**src/rtl/mcp_controller.sv**
```systemverilog
// mcp_controller: Moore control FSM sequencing the multicycle MIPS datapath.
// Ports:
//   clk_i, reset_ni (async, active-low)
//   opcode_i6, zero_i, mem_ready_i       -> decode/branch/memory handshake inputs
//   pc_we_o, pc_branch_o2                -> PC load enable and next-PC select
//   instr_or_data_o, instr_we_o, mem_we_o -> memory address select, IR load, write strobe
//   reg_dst_rtrd_o, mem_to_reg_o, enable_wrf_o -> register-file write controls
//   a_alu_input_o, b_alu_input_o2, alu_alt_ctrl_o2 -> ALU operand/operation selects
//   illegal_o, state_o4, instr_cnt_o     -> status, debug state, retired-instruction count
module mcp_controller #(
    parameter int INSTR_CNT_W = 32
) (
    input  logic                   clk_i,
    input  logic                   reset_ni,
    input  logic [5:0]             opcode_i6,
    input  logic                   zero_i,
    input  logic                   mem_ready_i,
    output logic                   pc_we_o,
    output logic [1:0]             pc_branch_o2,
    output logic                   instr_or_data_o,
    output logic                   instr_we_o,
    output logic                   mem_we_o,
    output logic                   reg_dst_rtrd_o,
    output logic                   mem_to_reg_o,
    output logic                   enable_wrf_o,
    output logic                   a_alu_input_o,
    output logic [1:0]             b_alu_input_o2,
    output logic [1:0]             alu_alt_ctrl_o2,
    output logic                   illegal_o,
    output logic [3:0]             state_o4,
    output logic [INSTR_CNT_W-1:0] instr_cnt_o
);
    localparam logic [3:0] FETCH   = 4'd0;
    localparam logic [3:0] DECODE  = 4'd1;
    localparam logic [3:0] MEMADR  = 4'd2;
    localparam logic [3:0] MEMRD   = 4'd3;
    localparam logic [3:0] MEMWB   = 4'd4;
    localparam logic [3:0] MEMWR   = 4'd5;
    localparam logic [3:0] EXECUTE = 4'd6;
    localparam logic [3:0] ALUWB   = 4'd7;
    localparam logic [3:0] BRANCH  = 4'd8;
    localparam logic [3:0] ADDIEX  = 4'd9;
    localparam logic [3:0] ADDIWB  = 4'd10;
    localparam logic [3:0] JUMP    = 4'd11;

    localparam logic [5:0] OP_R    = 6'b000000;
    localparam logic [5:0] OP_LW   = 6'b100011;
    localparam logic [5:0] OP_SW   = 6'b101011;
    localparam logic [5:0] OP_BEQ  = 6'b000100;
    localparam logic [5:0] OP_BNE  = 6'b000101;
    localparam logic [5:0] OP_ADDI = 6'b001000;
    localparam logic [5:0] OP_J    = 6'b000010;

    logic [3:0] state;
    logic [3:0] next;
    logic       retire;

    always_comb begin
        next = FETCH;
        case (state)
            FETCH:   next = mem_ready_i ? DECODE : FETCH;
            DECODE:
                case (opcode_i6)
                    OP_LW, OP_SW:   next = MEMADR;
                    OP_R:           next = EXECUTE;
                    OP_BEQ, OP_BNE: next = BRANCH;
                    OP_ADDI:        next = ADDIEX;
                    OP_J:           next = JUMP;
                    default:        next = FETCH;
                endcase
            MEMADR:  next = (opcode_i6 == OP_SW) ? MEMWR : MEMRD;
            MEMRD:   next = mem_ready_i ? MEMWB : MEMRD;
            MEMWR:   next = mem_ready_i ? FETCH : MEMWR;
            EXECUTE: next = ALUWB;
            ADDIEX:  next = ADDIWB;
            default: next = FETCH;
        endcase
    end

    // Every legal instruction ends by entering FETCH from exactly one of these
    // states; illegal opcodes leave from DECODE and so never count.
    assign retire = (state == MEMWB) || (state == ALUWB) || (state == BRANCH) ||
                    (state == ADDIWB) || (state == JUMP) ||
                    ((state == MEMWR) && mem_ready_i);

    always_ff @(posedge clk_i or negedge reset_ni) begin
        if (!reset_ni) begin
            state       <= FETCH;
            instr_cnt_o <= '0;
        end else begin
            state       <= next;
            instr_cnt_o <= instr_cnt_o + INSTR_CNT_W'(retire);
        end
    end

    always_comb begin
        pc_we_o         = 1'b0;
        pc_branch_o2    = 2'b00;
        instr_or_data_o = 1'b0;
        instr_we_o      = 1'b0;
        mem_we_o        = 1'b0;
        reg_dst_rtrd_o  = 1'b0;
        mem_to_reg_o    = 1'b0;
        enable_wrf_o    = 1'b0;
        a_alu_input_o   = 1'b0;
        b_alu_input_o2  = 2'b00;
        alu_alt_ctrl_o2 = 2'b00;
        illegal_o       = 1'b0;
        case (state)
            FETCH: begin
                b_alu_input_o2 = 2'b01;
                pc_we_o        = mem_ready_i;
                instr_we_o     = mem_ready_i;
            end
            DECODE: begin
                b_alu_input_o2 = 2'b11;
                illegal_o      = !(opcode_i6 inside {OP_R, OP_LW, OP_SW, OP_BEQ, OP_BNE, OP_ADDI, OP_J});
            end
            MEMADR, ADDIEX: begin
                a_alu_input_o  = 1'b1;
                b_alu_input_o2 = 2'b10;
            end
            MEMRD: instr_or_data_o = 1'b1;
            MEMWB: begin
                mem_to_reg_o = 1'b1;
                enable_wrf_o = 1'b1;
            end
            MEMWR: begin
                instr_or_data_o = 1'b1;
                mem_we_o        = 1'b1;
            end
            EXECUTE: begin
                a_alu_input_o   = 1'b1;
                alu_alt_ctrl_o2 = 2'b10;
            end
            ALUWB: begin
                reg_dst_rtrd_o = 1'b1;
                enable_wrf_o   = 1'b1;
            end
            BRANCH: begin
                a_alu_input_o   = 1'b1;
                alu_alt_ctrl_o2 = 2'b01;
                pc_branch_o2    = 2'b01;
                // opcode bit 0 distinguishes bne from beq
                pc_we_o         = opcode_i6[0] ? !zero_i : zero_i;
            end
            ADDIWB: enable_wrf_o = 1'b1;
            JUMP: begin
                pc_branch_o2 = 2'b10;
                pc_we_o      = 1'b1;
            end
            default: ;
        endcase
    end

    assign state_o4 = state;
endmodule

```
**config.mk**
```make
export PLATFORM = sky130hd
export DESIGN_NAME = mcp_controller
export DESIGN_NICKNAME = d
export VERILOG_FILES = /design/src/rtl/mcp_controller.sv
export SDC_FILE = /design/constraint.sdc
export NUM_CORES = 1
export LEC_CHECK = 0
export CORE_ASPECT_RATIO = 0.6
export CORE_UTILIZATION = 44
export CTS_CLUSTER_DIAMETER = 200
export DETAILED_ROUTE_END_ITERATION = 10
export PLACE_DENSITY_LB_ADDON = 0.25
export SLEW_MARGIN = 20
export SYNTH_ARGS = -nofsm -noshare
export SYNTH_HDL_FRONTEND = slang
export SYNTH_SLANG_ARGS = --single-unit
```
**constraint.sdc**
```tcl
create_clock -name clk_i -period 5.35 [get_ports clk_i]
set_input_delay 0.8025 -clock clk_i [delete_from_list [all_inputs] [get_ports clk_i]]
set_output_delay 0.8025 -clock clk_i [all_outputs]
set_load 0.005 [all_outputs]
```
* Yosys cells after proc, flatten, opt, wreduce, memory -nomap -nowiden *
Cells that the tools add are included.
W data, S select, Z words.

storage, ports and cells
  output and inout port bits = 51
  input bits = 10
  bits in registers = 36
  word-level logic and storage cells = 56

cells by class
  add/sub/neg operators = 1
  reductions and logical operators = 17
  multiplexer cells = 19
  equal/unequal tests = 17

operators with widths
  kind                  number
  $add A32 B1 Y32       1
  $pmux W4 S7           1
  $pmux W4 S5           1
  $eq A4 B3 Y1 const B  4
  $eq A4 B4 Y1 const B  4
  $eq A6 B3 Y1 const B  2
  $eq A6 B6 Y1 const B  2
  $mux W1               10
  $mux W3               3
  $eq A4 B2 Y1 const B  2
  $pmux W2 S2           2
  $reduce_or A2 Y1      4
  $reduce_bool A7 Y1    1
  $eq A6 B2 Y1 const B  1
  $eq A6 B4 Y1 const B  1
  $logic_not A6 Y1      1
  $pmux W2 S3           1
  $logic_or A1 B1 Y1    5
  $eq A4 B1 Y1 const B  1
  $logic_not A4 Y1      1
  $reduce_or A4 Y1      1
  $pmux W1 S3           1
  $reduce_or A3 Y1      1
  $logic_not A1 Y1      2
  $logic_and A1 B1 Y1   1

* Logic depth before layout (Yosys ltp) *
Gate-level depths: netlist of run 1.

  word-level depth = 7
  gate-level depth with buffers = 11

* Worst setup path after synthesis of run 1 *
OpenSTA, ideal clock, no wires.

  path type = in2out
  start point = input opcode_i6[3]
  end point = output illegal_o
  required time = 4.548 ns
  setup slack = 2.859 ns
  stages on the path = 4
  data arrival time = 1.689 ns
  cell sequence = xnor2_1 -> or3_2 -> a211oi_1 -> nor3_1

on the way
  longest elaborated chain between the ends = 4

ends and longest elaborated chain
  what                                        line  source
  start, declared                             15    input logic [5:0] opcode_i6,
  $eq A6 B6 Y1, or another cell as far along  117   illegal_o = !(opcode_i6 inside {OP_R, OP_LW, OP_SW, OP_BEQ, OP_BNE, OP_ADDI, OP_J});
  $reduce_bool A7 Y1 (*)                      117
  $logic_not A1 Y1 (*)                        117
  $mux W1 (*)                                 109   case (state)
  end, declared                               29    output logic illegal_o,

Every way passes the cells marked *; elsewhere a longest branch is shown, timed or not.

* Worst setup path in the final report of run 1 *
Same ends and word-level chain as after synthesis.

==> impl_metrics.csv, run 1 <==
group,metric,value,unit
status,status,"finished, final reports clean",
sta,fin_skew,0.00656,ns
synthesis,synth.area.mux_share,0,%
min_path,min_path_type,"register to register",
sta,slew-limit-headroom,35.5,%
floorplanning,core-area,0.00417,sq mm
synthesis,synth.cell_area,0.00193,sq mm
layout,fin_area,0.00265,sq mm
worst_setup_path,critPathRequiredTime,4.55,ns
clock_tree,clock_latency,0.29,ns
power_and_ir_drop,p_leak,1.08,nW
sta,final.min_clock_period,3.60,ns
clock_tree,numClockSinks,36,
worst_setup_path,worstPathCellList,"clkdlybuf4s50_1 > xnor2_1 > or3_2 > a211oi_1 > nor3_1 > clkdlybuf4s50_1",
global_routing,grt_max_degree,37,
layout,nFillCells,327,
synthesis,syn-num-nets,202,
layout,multi_input_area,967,sq um
placed_design,port_buffers,60,
global_routing,grt_pass1_wl,7.11,mm
synthesis,synth_fa_ha_area_share,1.95,%
clock_tree,clockBufferDepth,2,
placed_design,dpl.hpwl,3.36,mm
sta,setup_tns,0,ns
placed_design,gp_congestion,0.883,
synthesis,synth_compound_area_share,6.29,%
drt,drt_wl_total,4.51,mm
sta,timing.final.ws_setup,1.75,ns
layout,seq_area,901,sq um
sta,min_period_over_period,67.3,%
floorplanning,dieArea,0.00466,sq mm
drt,drt-pass1-iter-count,4,
worst_setup_path,crit_type,"input port to primary output",
sta,grt_setup_unrepaired,"no",
power_and_ir_drop,power_frac_clock,26.2,%
worst_setup_path,cp_common_cell,"clkdlybuf4s50_1",
sta,fmax,0.278,GHz
synthesis,synthSimpleGateAreaFrac,26.9,%
drt,vias_per_cell,5.25,
worst_setup_path,critPathBufInv,2,
drt,drt-initial-drc-count,105,
clock_tree,numCtsBuffers,5,
synthesis,ys_ff_latch,36,
clock_tree,cts-root-buf,"clkbuf_8",
layout,drive_above_1_share,6.40,%
synthesis,synth-warning-count,0,
clock_tree,cts_setup_buffers,0,
synthesis,synth-edff-count,0,
drt,drtAntennaViolNets,0,
layout,antenna_cells,0,
drt,via_count,1629,
worst_setup_path,worst_ep_arrival_time,2.80,ns
clock_tree,cts_tree,"done",
worst_setup_path,worst_path_max_delay_cell,"clkdlybuf4s50_1",
sta,hold_viol_final,0,
synthesis,synth_area_per_cell,10.2,sq um
worst_setup_path,startpoint_type,"input port",
power_and_ir_drop,p_int,613,uW
clock_tree,htreeDepth,2,
drt,routedWlPerCell,14.5,microns
worst_setup_path,cp-end-kind,"primary output",
layout,stdcell_count,310,
drt,drc_errors,0,
floorplanning,start_util,46.3,%
layout,layout_commonest_cell,"clkdlybuf4s50_1",
synthesis,seq_area_frac_synth,46.7,%
placed_design,dp.cells,302,
floorplanning,num_rows,18,
power_and_ir_drop,switching_share,31.3,%
floorplanning,chipWidth,87.5,microns
layout,post-route-util,63.7,%
global_routing,grt_pass1_vias,1393,
floorplanning,io_pins,61,
sta,finalMaxSlewViolations,0,
synthesis,synth_cell_types,39,
floorplanning,die_h,53.3,microns
global_routing,antenna_found_initial,0,
synthesis,netlist_instances,189,
sta,worst_pin_slew,0.958,ns
layout,mostFrequentLayoutCells,"59 x clkdlybuf4s50_1, 36 x dfrtp_1, 27 x xnor2_1",
clock_tree,cts_resized,0,
layout,area_growth,37.5,%
placed_design,dp_slack,1.76,ns
global_routing,grt_overflow,0,
synthesis,synthXorXnorAreaFrac,15.0,%
synthesis,async_flop_share,100,%
synthesis,synth_top_family_by_area,"simple AND/OR/NAND/NOR gates",
clock_tree,path_clk_slew,0.07,ns
layout,nets,262,
worst_setup_path,critPathTopFamily,"buffers and inverters",
run,cap_violations,0,
placed_design,postPlaceCellArea,0.00255,sq mm
worst_setup_path,crit_path_max_fanout,5,
synthesis,synth-main-ff-cell,"dfrtp_1",
worst_setup_path,critPathMaxStageDelay,0.59,ns
sta,final-setup-viol-count,0,
power_and_ir_drop,ir_drop,0.000202,V
power_and_ir_drop,power_frac_seq,40.9,%
clock_tree,hold_buffers,0,
power_and_ir_drop,p_per_area,336,mW/mm^2
power_and_ir_drop,power.share.combinational,32.9,%
global_routing,track_usage,21.1,%
power_and_ir_drop,p_sw,279,uW
==> layer usage <==
metal | track usage, % | share of wire, % | up-vias
met4 | 4.92 | 0.55 | 0
met5 | 0 | 0 | -
met3 | 5.62 | 6.3 | 5
met2 | 26.3 | 37 | 52
li1 | - | - | 802
met1 | 34.2 | 56 | 770
==> stage by stage <==
step | power (mW) | hold slack (ns)
after floorplan | 0.498 | 0.468
after global placement | 0.658 | 0.460
after detailed placement | 0.660 | 0.466
after CTS | 0.895 | 0.476
after global routing | 0.933 | 0.508
final | 0.892 | 0.466
==> path summary, 6_finish.rpt <==
path	from	endpoint	slack, ns	cells after the start
worst max register to register	state_o4[1]$_DFF_PN0_	instr_cnt_o[23]$_DFF_PN0_	2.43	8
max in group asynchronous	reset_ni	instr_cnt_o[1]$_DFF_PN0_	4.26	1
worst max-delay path	opcode_i6[3]	illegal_o	1.75	6
min in group asynchronous	reset_ni	instr_cnt_o[20]$_DFF_PN0_	0.59	1
worst min register to register	instr_cnt_o[31]$_DFF_PN0_	instr_cnt_o[31]$_DFF_PN0_	0.47	1
worst min-delay path	instr_cnt_o[31]$_DFF_PN0_	instr_cnt_o[31]$_DFF_PN0_	0.47	1
==> synth_stat cells, types with 2 or more instances <==
| master | n | area share [%] |
|---|---|---|
| a211oi_1 | 2 | 0.78 |
| nand3_1 | 21 | 5.4 |
| nor4_1 | 3 | 0.97 |
| inv_1 | 2 | 0.39 |
| nand4_1 | 9 | 2.9 |
| o21ai_0 | 5 | 1.3 |
| dfrtp_1 | 36 | 47 |
| and3_1 | 7 | 2.3 |
| and4_1 | 5 | 2.3 |
| xor2_1 | 6 | 2.7 |
| a21oi_1 | 4 | 1.0 |
| nand2b_1 | 3 | 0.97 |
| buf_6 | 3 | 1.8 |
| nor3_1 | 9 | 2.3 |
| nor2_1 | 8 | 1.6 |
| ha_1 | 3 | 1.9 |
| or4_4 | 2 | 1.2 |
| nand2_1 | 13 | 2.5 |
| xnor2_1 | 27 | 12 |
| clkbuf_1 | 2 | 0.39 |
==> power groups by stage <==
stage	clock [mW]	combinational (mW)	sequential, mW
3_5_place_dp	0	0.292	0.367
5_1_grt	0.248	0.314	0.372
3_3_place_gp	0	0.291	0.367
4_1_cts	0.238	0.294	0.363
2_1_floorplan	0	0.162	0.336
6_report	0.234	0.294	0.365
==> cell families after synthesis <==
family / after synthesis
DFF: 36
xor gates and xnor gates: 33
AOI/OAI and AO/OA: 18
adders and majority gates: 3
buffers and inverters: 9
and+or+nand+nor: 90
==> sequential cells by signal, summed over array words and instances, names as in the netlist <==
name	cells
instr_cnt_o	32
state_o4	4
==> layout make-up <==
class,count,area share (%)
Inverter,2,0.283
Clock buffer,6,2.73
Sequential cell,36,33.9
Multi-Input combinational cell,144,36.4
Clock inverter,2,1.32
Timing Repair Buffer,60,22.4
Tap cell,60,2.83
Power figures use the tool's default switching activity.
==> run 2, diff against run 1 <==
--- a/config.mk
+++ b/config.mk
@@ -6,7 +6,7 @@
 export NUM_CORES = 1
 export LEC_CHECK = 0
 export CORE_ASPECT_RATIO = 0.6
-export CORE_UTILIZATION = 44
+export CORE_UTILIZATION = 42
 export CTS_CLUSTER_DIAMETER = 200
 export DETAILED_ROUTE_END_ITERATION = 10
 export PLACE_DENSITY_LB_ADDON = 0.25
==> constraint.sdc (replaced) <==
create_clock -name clk_i -period 3.1 [get_ports clk_i]
set_input_delay 0.465 -clock clk_i [delete_from_list [all_inputs] [get_ports clk_i]]
set_output_delay 0.465 -clock clk_i [all_outputs]
set_load 0.005 [all_outputs]
==> run 2 against run 1 <==
Die area is 4.6% higher. Global-route usage shrank 1.0 points. Via count shrank 0.49%. Sequential cell count unchanged. Setup slack worse by 1.5 ns. Clock skew decreased by 0.0013 ns. Core utilization shrank 0.82 points. Register-to-register slack worse by 2.0 ns. First-iteration DRC count is 15% higher.
==> impl_metrics.csv, run 2 (synthesis gave the netlist of run 1 again) <==
group,metric,value,unit
status,status,"finished, final reports clean",
worst_setup_path,cp-startpoint,"opcode_i6[3]",
clock_tree,path_clk_slew,0.07,ns
worst_setup_path,worst_ep_arrival_time,2.43,ns
sta,grt_setup_unrepaired,"no",
sta,slew-limit-headroom,49.3,%
worst_setup_path,worstPathCellList,"clkdlybuf4s50_1 > xnor2_1 > or3_2 > a211oi_1 > nor3_1 > clkdlybuf4s50_1",
worst_setup_path,startpoint_type,"input port",
placed_design,gp_congestion,0.846,
layout,nets,269,
sta,fmax,0.346,GHz
power_and_ir_drop,p_leak,1.11,nW
sta,final-setup-viol-count,0,
global_routing,grt_pass1_wl,7.04,mm
worst_setup_path,cp-end-kind,"primary output",
sta,hold_viol_final,0,
global_routing,track_usage,20.1,%
layout,stdcell_count,316,
clock_tree,htreeDepth,2,
layout,largest_register,"instr_cnt_o",
clock_tree,clock_latency,0.29,ns
clock_tree,cts_resized,0,
floorplanning,chipWidth,89.5,microns
floorplanning,die_h,54.5,microns
placed_design,port_buffers,60,
floorplanning,start_util,45.3,%
sta,timing.final.ws_setup,0.207,ns
drt,drt-pass1-iter-count,4,
clock_tree,cts_setup_buffers,0,
drt,drtAntennaViolNets,0,
placed_design,postPlaceCellArea,0.00260,sq mm
global_routing,top_usage_layer,"met1",
layout,mostFrequentLayoutCells,"59 x clkdlybuf4s50_1, 36 x dfrtp_1, 27 x xnor2_1",
placed_design,dpl.hpwl,3.25,mm
floorplanning,dieArea,0.00488,sq mm
clock_tree,cts_tree,"done",
sta,worst_pin_slew,0.760,ns
drt,routedWlPerCell,14.0,microns
layout,post-route-util,62.9,%
worst_setup_path,worstReg2RegStart,"state_o4[0]$_DFF_PN0_",
sta,fin_skew,0.00523,ns
floorplanning,core-area,0.00426,sq mm
drt,drt_wl_total,4.42,mm
worst_setup_path,crit_end,"illegal_o",
layout,area_growth,38.7,%
global_routing,grt_max_degree,37,
sta,finalMaxSlewViolations,0,
clock_tree,hold_buffers,0,
power_and_ir_drop,power_frac_seq,40.1,%
floorplanning,num_rows,18,
clock_tree,clockBufferDepth,2,
clock_tree,cts-root-buf,"clkbuf_8",
power_and_ir_drop,power.share.combinational,38.9,%
drt,drc_errors,0,
layout,layout_commonest_cell,"clkdlybuf4s50_1",
power_and_ir_drop,ir_drop,0.000328,V
global_routing,met3_usage,6.33,%
clock_tree,numCtsBuffers,5,
drt,via_count,1621,
min_path,min_path_type,"input port to async pin",
worst_setup_path,r2r_setup_slack,0.40,ns
global_routing,grt_pass1_vias,1394,
sta,timing.hold.ws,0.244,ns
layout,largest_reg_flops,32,
worst_setup_path,critPathTopFamily,"buffers and inverters",
drt,drt-initial-drc-count,121,
global_routing,grt.met1_usage,32.9,%
worst_setup_path,critPathRequiredTime,2.63,ns
worst_setup_path,crit_type,"input port to primary output",
worst_setup_path,cp_common_cell,"clkdlybuf4s50_1",
placed_design,dp_slack,0.208,ns
worst_setup_path,worst_path_max_delay_cell,"clkdlybuf4s50_1",
power_and_ir_drop,power_frac_clock,21.0,%
sta,min_period_over_period,93.3,%
worst_setup_path,r2r_cells,9,
worst_setup_path,critPathMaxStageDelay,0.57,ns
worst_setup_path,r2r-end,"instr_cnt_o[30]$_DFF_PN0_",
layout,fin_area,0.00268,sq mm
sta,setup_tns,0,ns
power_and_ir_drop,p_int,996,uW
power_and_ir_drop,total_power,1.46,mW
global_routing,antenna_found_initial,0,
clock_tree,numClockSinks,36,
run,cap_violations,0,
power_and_ir_drop,switching_share,32.0,%
worst_setup_path,critPathBufInv,2,
sta,final.min_clock_period,2.89,ns
global_routing,grt_overflow,0,
power_and_ir_drop,p_sw,469,uW
worst_setup_path,crit_path_max_fanout,5,
layout,antenna_cells,0,
floorplanning,io_pins,61,
worst_setup_path,path_depth,6,
power_and_ir_drop,p_per_area,547,mW/mm^2
placed_design,dp.cells,309,
global_routing,grtUsageMet2,23.3,%
layout,drive_above_1_share,8.59,%
drt,vias_per_cell,5.13,
==> run 2: cell type report <==
cell class	count	area (sq um)
clock buffers	6	72.6
multi-input cells	144	967
clock inverters	1	5.00
well taps	60	75.1
flip-flops and latches	36	901
inverters	2	7.51
repair buffers	67	648
fillers	360	1580
==> run 2: worst min-delay path by stage <==
stage | startpoint | to | cells after the start
finish | reset_ni | state_o4[3]$_DFF_PN0_ | 1
global route | reset_ni | state_o4[3]$_DFF_PN0_ | 1
CTS | reset_ni | instr_cnt_o[31]$_DFF_PN0_ | 1
detailed placement | instr_cnt_o[31]$_DFF_PN0_ | instr_cnt_o[31]$_DFF_PN0_ | 1
global placement | instr_cnt_o[31]$_DFF_PN0_ | instr_cnt_o[31]$_DFF_PN0_ | 1
floorplan | reset_ni | instr_cnt_o[0]$_DFF_PN0_ | 0
==> run 2: power by group through the flow <==
stage / clock [mW] / sequential (mW) / combinational (mW)
floorplan: 0 / 0.580 / 0.280
global placement: 0 / 0.593 / 0.565
detailed placement: 0 / 0.592 / 0.569
CTS: 0.319 / 0.587 / 0.570
global route: 0.340 / 0.596 / 0.621
finish: 0.308 / 0.587 / 0.569
==> run 2: worst reg2reg max path: cells and delay by family (launching register included) <==
kind | cells | cell delay [ns]
XOR/XNOR | 1 | 0.16
AND/OR/NAND/NOR | 5 | 1.21
AO/OA/AOI/OAI | 1 | 0.23
flip-flops | 1 | 0.61
adder cells (fa/ha/maj) | 2 | 0.38
==> run 2: metal layers <==
metal  part of all wire [%]  up-vias
met3                    8.3        5
li1                       -      810
met4                   0.77        0
met1                     56      754
met2                     35       52
met5                      0        -
==> run 3, diff against run 2 <==
--- a/config.mk
+++ b/config.mk
@@ -5,8 +5,9 @@
 export SDC_FILE = /design/constraint.sdc
 export NUM_CORES = 1
 export LEC_CHECK = 0
+export ABC_AREA = 1
 export CORE_ASPECT_RATIO = 0.6
-export CORE_UTILIZATION = 42
+export CORE_UTILIZATION = 44
 export CTS_CLUSTER_DIAMETER = 200
 export DETAILED_ROUTE_END_ITERATION = 10
 export PLACE_DENSITY_LB_ADDON = 0.25
==> run 3 against run 2 <==
First-iteration DRC count grew 19%. Register-to-register slack gained 0.40 ns. Die area grew 15%. Sequential power shrank 2%. Combinational power shrank 23%. Power shrank 2.3%. Synthesized area grew 21%. Critical path type is now register to primary output. Largest power group unchanged.
==> impl_metrics.csv, run 3 <==
group,metric,value,unit
clock_tree,cts_setup_buffers,0,
drt,drtAntennaViolNets,0,
global_routing,grt_max_degree,37,
clock_tree,htreeDepth,2,
clock_tree,cts_tree,"done",
worst_setup_path,critPathRequiredTime,2.63,ns
sta,fmax,0.385,GHz
sta,setup_tns,0,ns
synthesis,synth-main-ff-cell,"dfrtp_1",
synthesis,seq_area_frac_synth,38.5,%
sta,slew-limit-headroom,45.8,%
power_and_ir_drop,p_int,984,uW
power_and_ir_drop,p_leak,1.52,nW
worst_setup_path,critPathBufInv,3,
floorplanning,start_util,46.1,%
worst_setup_path,crit_path_max_fanout,6,
placed_design,gp_congestion,0.887,
sta,min_period_over_period,83.8,%
drt,drt-initial-drc-count,144,
drt,routedWlPerCell,13.1,microns
placed_design,dp_slack,0.626,ns
run,cap_violations,0,
sta,grt_setup_unrepaired,"no",
floorplanning,io_pins,61,
floorplanning,num_rows,20,
sta,fin_skew,0.00541,ns
power_and_ir_drop,ir_drop,0.000486,V
sta,final-setup-viol-count,0,
worst_setup_path,cp_common_cell,"inv_1",
worst_setup_path,r2r_cells,15,
floorplanning,core-area,0.00508,sq mm
layout,mostFrequentLayoutCells,"116 x nand2_1, 59 x clkdlybuf4s50_1, 58 x nor2_1",
worst_setup_path,startpoint_type,"register",
drt,vias_per_cell,5.00,
layout,fin_area,0.00312,sq mm
power_and_ir_drop,total_power,1.43,mW
global_routing,grt_pass1_wl,10.1,mm
worst_setup_path,crit_type,"register to primary output",
layout,antenna_cells,0,
drt,drt-pass1-iter-count,7,
clock_tree,cts-root-buf,"clkbuf_8",
clock_tree,clockBufferDepth,2,
layout,largest_register,"instr_cnt_o",
global_routing,track_usage,23.8,%
layout,largest_reg_flops,32,
sta,timing.final.ws_setup,0.503,ns
power_and_ir_drop,power.share.combinational,30.7,%
clock_tree,cts_resized,0,
floorplanning,chipWidth,96.2,microns
drt,drc_errors,0,
synthesis,synth_top_area_share,38.5,%
layout,layout_commonest_cell,"nand2_1",
layout,drive_above_1_share,8.27,%
synthesis,synth_top_area_cell,"dfrtp_1",
worst_setup_path,worst_path_max_delay_cell,"clkdlybuf4s50_1",
synthesis,synth_area_per_cell,7.05,sq um
placed_design,dpl.hpwl,4.70,mm
status,status,"finished, final reports clean",
layout,area_growth,33.2,%
worst_setup_path,cp-end-kind,"primary output",
global_routing,grt_overflow,0,
clock_tree,numCtsBuffers,5,
power_and_ir_drop,power_frac_seq,40.1,%
worst_setup_path,worstPathCellList,"nor2_1 > inv_1 > nor2_4 > inv_1 > nor3_1 > clkdlybuf4s50_1",
worst_setup_path,worst_ep_arrival_time,2.13,ns
placed_design,port_buffers,60,
sta,hold_viol_final,0,
synthesis,synth-warning-count,0,
synthesis,ys_top_cells_by_area,"dfrtp_1 38%, nand2_1 19%, nor2_1 9.3%",
synthesis,synth.most_common_cell,"nand2_1",
sta,final.min_clock_period,2.60,ns
sta,finalMaxSlewViolations,0,
power_and_ir_drop,power_frac_clock,29.2,%
drt,via_count,2324,
power_and_ir_drop,p_per_area,459,mW/mm^2
synthesis,async_flop_share,100,%
synthesis,synth_cell_types,22,
floorplanning,dieArea,0.00563,sq mm
min_path,min_path_type,"input port to async pin",
worst_setup_path,path_depth,6,
clock_tree,numClockSinks,36,
power_and_ir_drop,switching_share,31.2,%
worst_setup_path,critPathMaxStageDelay,0.52,ns
floorplanning,die_h,58.5,microns
sta,worst_pin_slew,0.814,ns
clock_tree,path_clk_slew,0.07,ns
synthesis,syn-num-nets,345,
global_routing,antenna_found_initial,0,
synthesis,synthTopCellsByCount,"116 x nand2_1, 58 x nor2_1, 39 x inv_1",
global_routing,grt_pass1_vias,2096,
layout,post-route-util,61.4,%
synthesis,netlist_instances,332,
synthesis,ys_ff_latch,36,
synthesis,synth-edff-count,0,
clock_tree,hold_buffers,0,
drt,drt_wl_total,6.09,mm
clock_tree,clock_latency,0.29,ns
worst_setup_path,critPathTopFamily,"buffers and inverters",
power_and_ir_drop,p_sw,447,uW
layout,nets,411,
synthesis,synth.cell_area,0.00234,sq mm
placed_design,postPlaceCellArea,0.00301,sq mm
run 3: cell types whose count changed in the layout (fill, tap and decap cells not counted), moves of 6 or more:
cell / previous run / this run
and3_1: 7 / 0
buf_4: 7 / 0
nor2_4: 0 / 9
xnor2_1: 27 / 6
nand2_1: 13 / 116
nor2_1: 8 / 58
nor3_1: 9 / 3
inv_1: 2 / 39
nand4_1: 9 / 3
run 3: final timing paths:
check | start | end | slack (ns)
min | reset_ni | instr_cnt_o[28]$_DFF_PN0_ | 0.27
min reg2reg | instr_cnt_o[31]$_DFF_PN0_ | instr_cnt_o[31]$_DFF_PN0_ | 0.51
max in group asynchronous | reset_ni | instr_cnt_o[5]$_DFF_PN0_ | 2.32
max | state_o4[2]$_DFF_PN0_ | illegal_o | 0.50
min in group clk_i | instr_cnt_o[31]$_DFF_PN0_ | instr_cnt_o[31]$_DFF_PN0_ | 0.51
max reg2reg | state_o4[2]$_DFF_PN0_ | instr_cnt_o[30]$_DFF_PN0_ | 0.80
run 3: final cells by class:
class | count | area, sq um
Fill cell | 457 | 1960
Clock buffer | 6 | 72.6
Multi-Input combinational cell | 254 | 1280
Inverter | 41 | 154
Sequential cell | 36 | 901
Timing Repair Buffer | 60 | 596
Clock inverter | 2 | 35.0
Tap cell | 66 | 82.6
run 3: cell families (layout without fill, tap and decap cells):
| family | count (synthesis) | in the layout | synth area share (%) |
|---|---|---|---|
| and+or+nand+nor | 229 | 229 | 45.3 |
| buffers and inverters | 42 | 109 | 6.89 |
| DFF | 36 | 36 | 38.5 |
| xor gates and xnor gates | 16 | 16 | 6.31 |
| AOI/OAI and AO/OA | 6 | 6 | 1.44 |
| adders and majority gates | 3 | 3 | 1.60 |
run 3: power groups by stage:
stage / clock network (mW) / registers [mW] / logic (mW)
after detailed placement: 0 / 0.581 / 0.434
after global routing: 0.447 / 0.580 / 0.490
after global placement: 0 / 0.580 / 0.439
final: 0.418 / 0.574 / 0.440
after floorplan: 0 / 0.572 / 0.187
after CTS: 0.424 / 0.573 / 0.439
run 3: routing by layer:
layer / GRT usage, % / share of wire [%] / vias to the layer above
met5: 0 / 0 / -
met4: 3.84 / 0.87 / 0
met3: 6.85 / 9.1 / 8
met2: 32.3 / 40 / 108
met1: 37.2 / 50 / 1061
li1: - / - / 1147
run 3: stage by stage:
step | instances | hold WS [ns]
2_1_floorplan | 332 | 0.169
3_3_place_gp | 457 | 0.481
3_5_place_dp | 457 | 0.492
4_1_cts | 465 | 0.291
5_1_grt | 465 | 0.324
6_report | 465 | 0.266
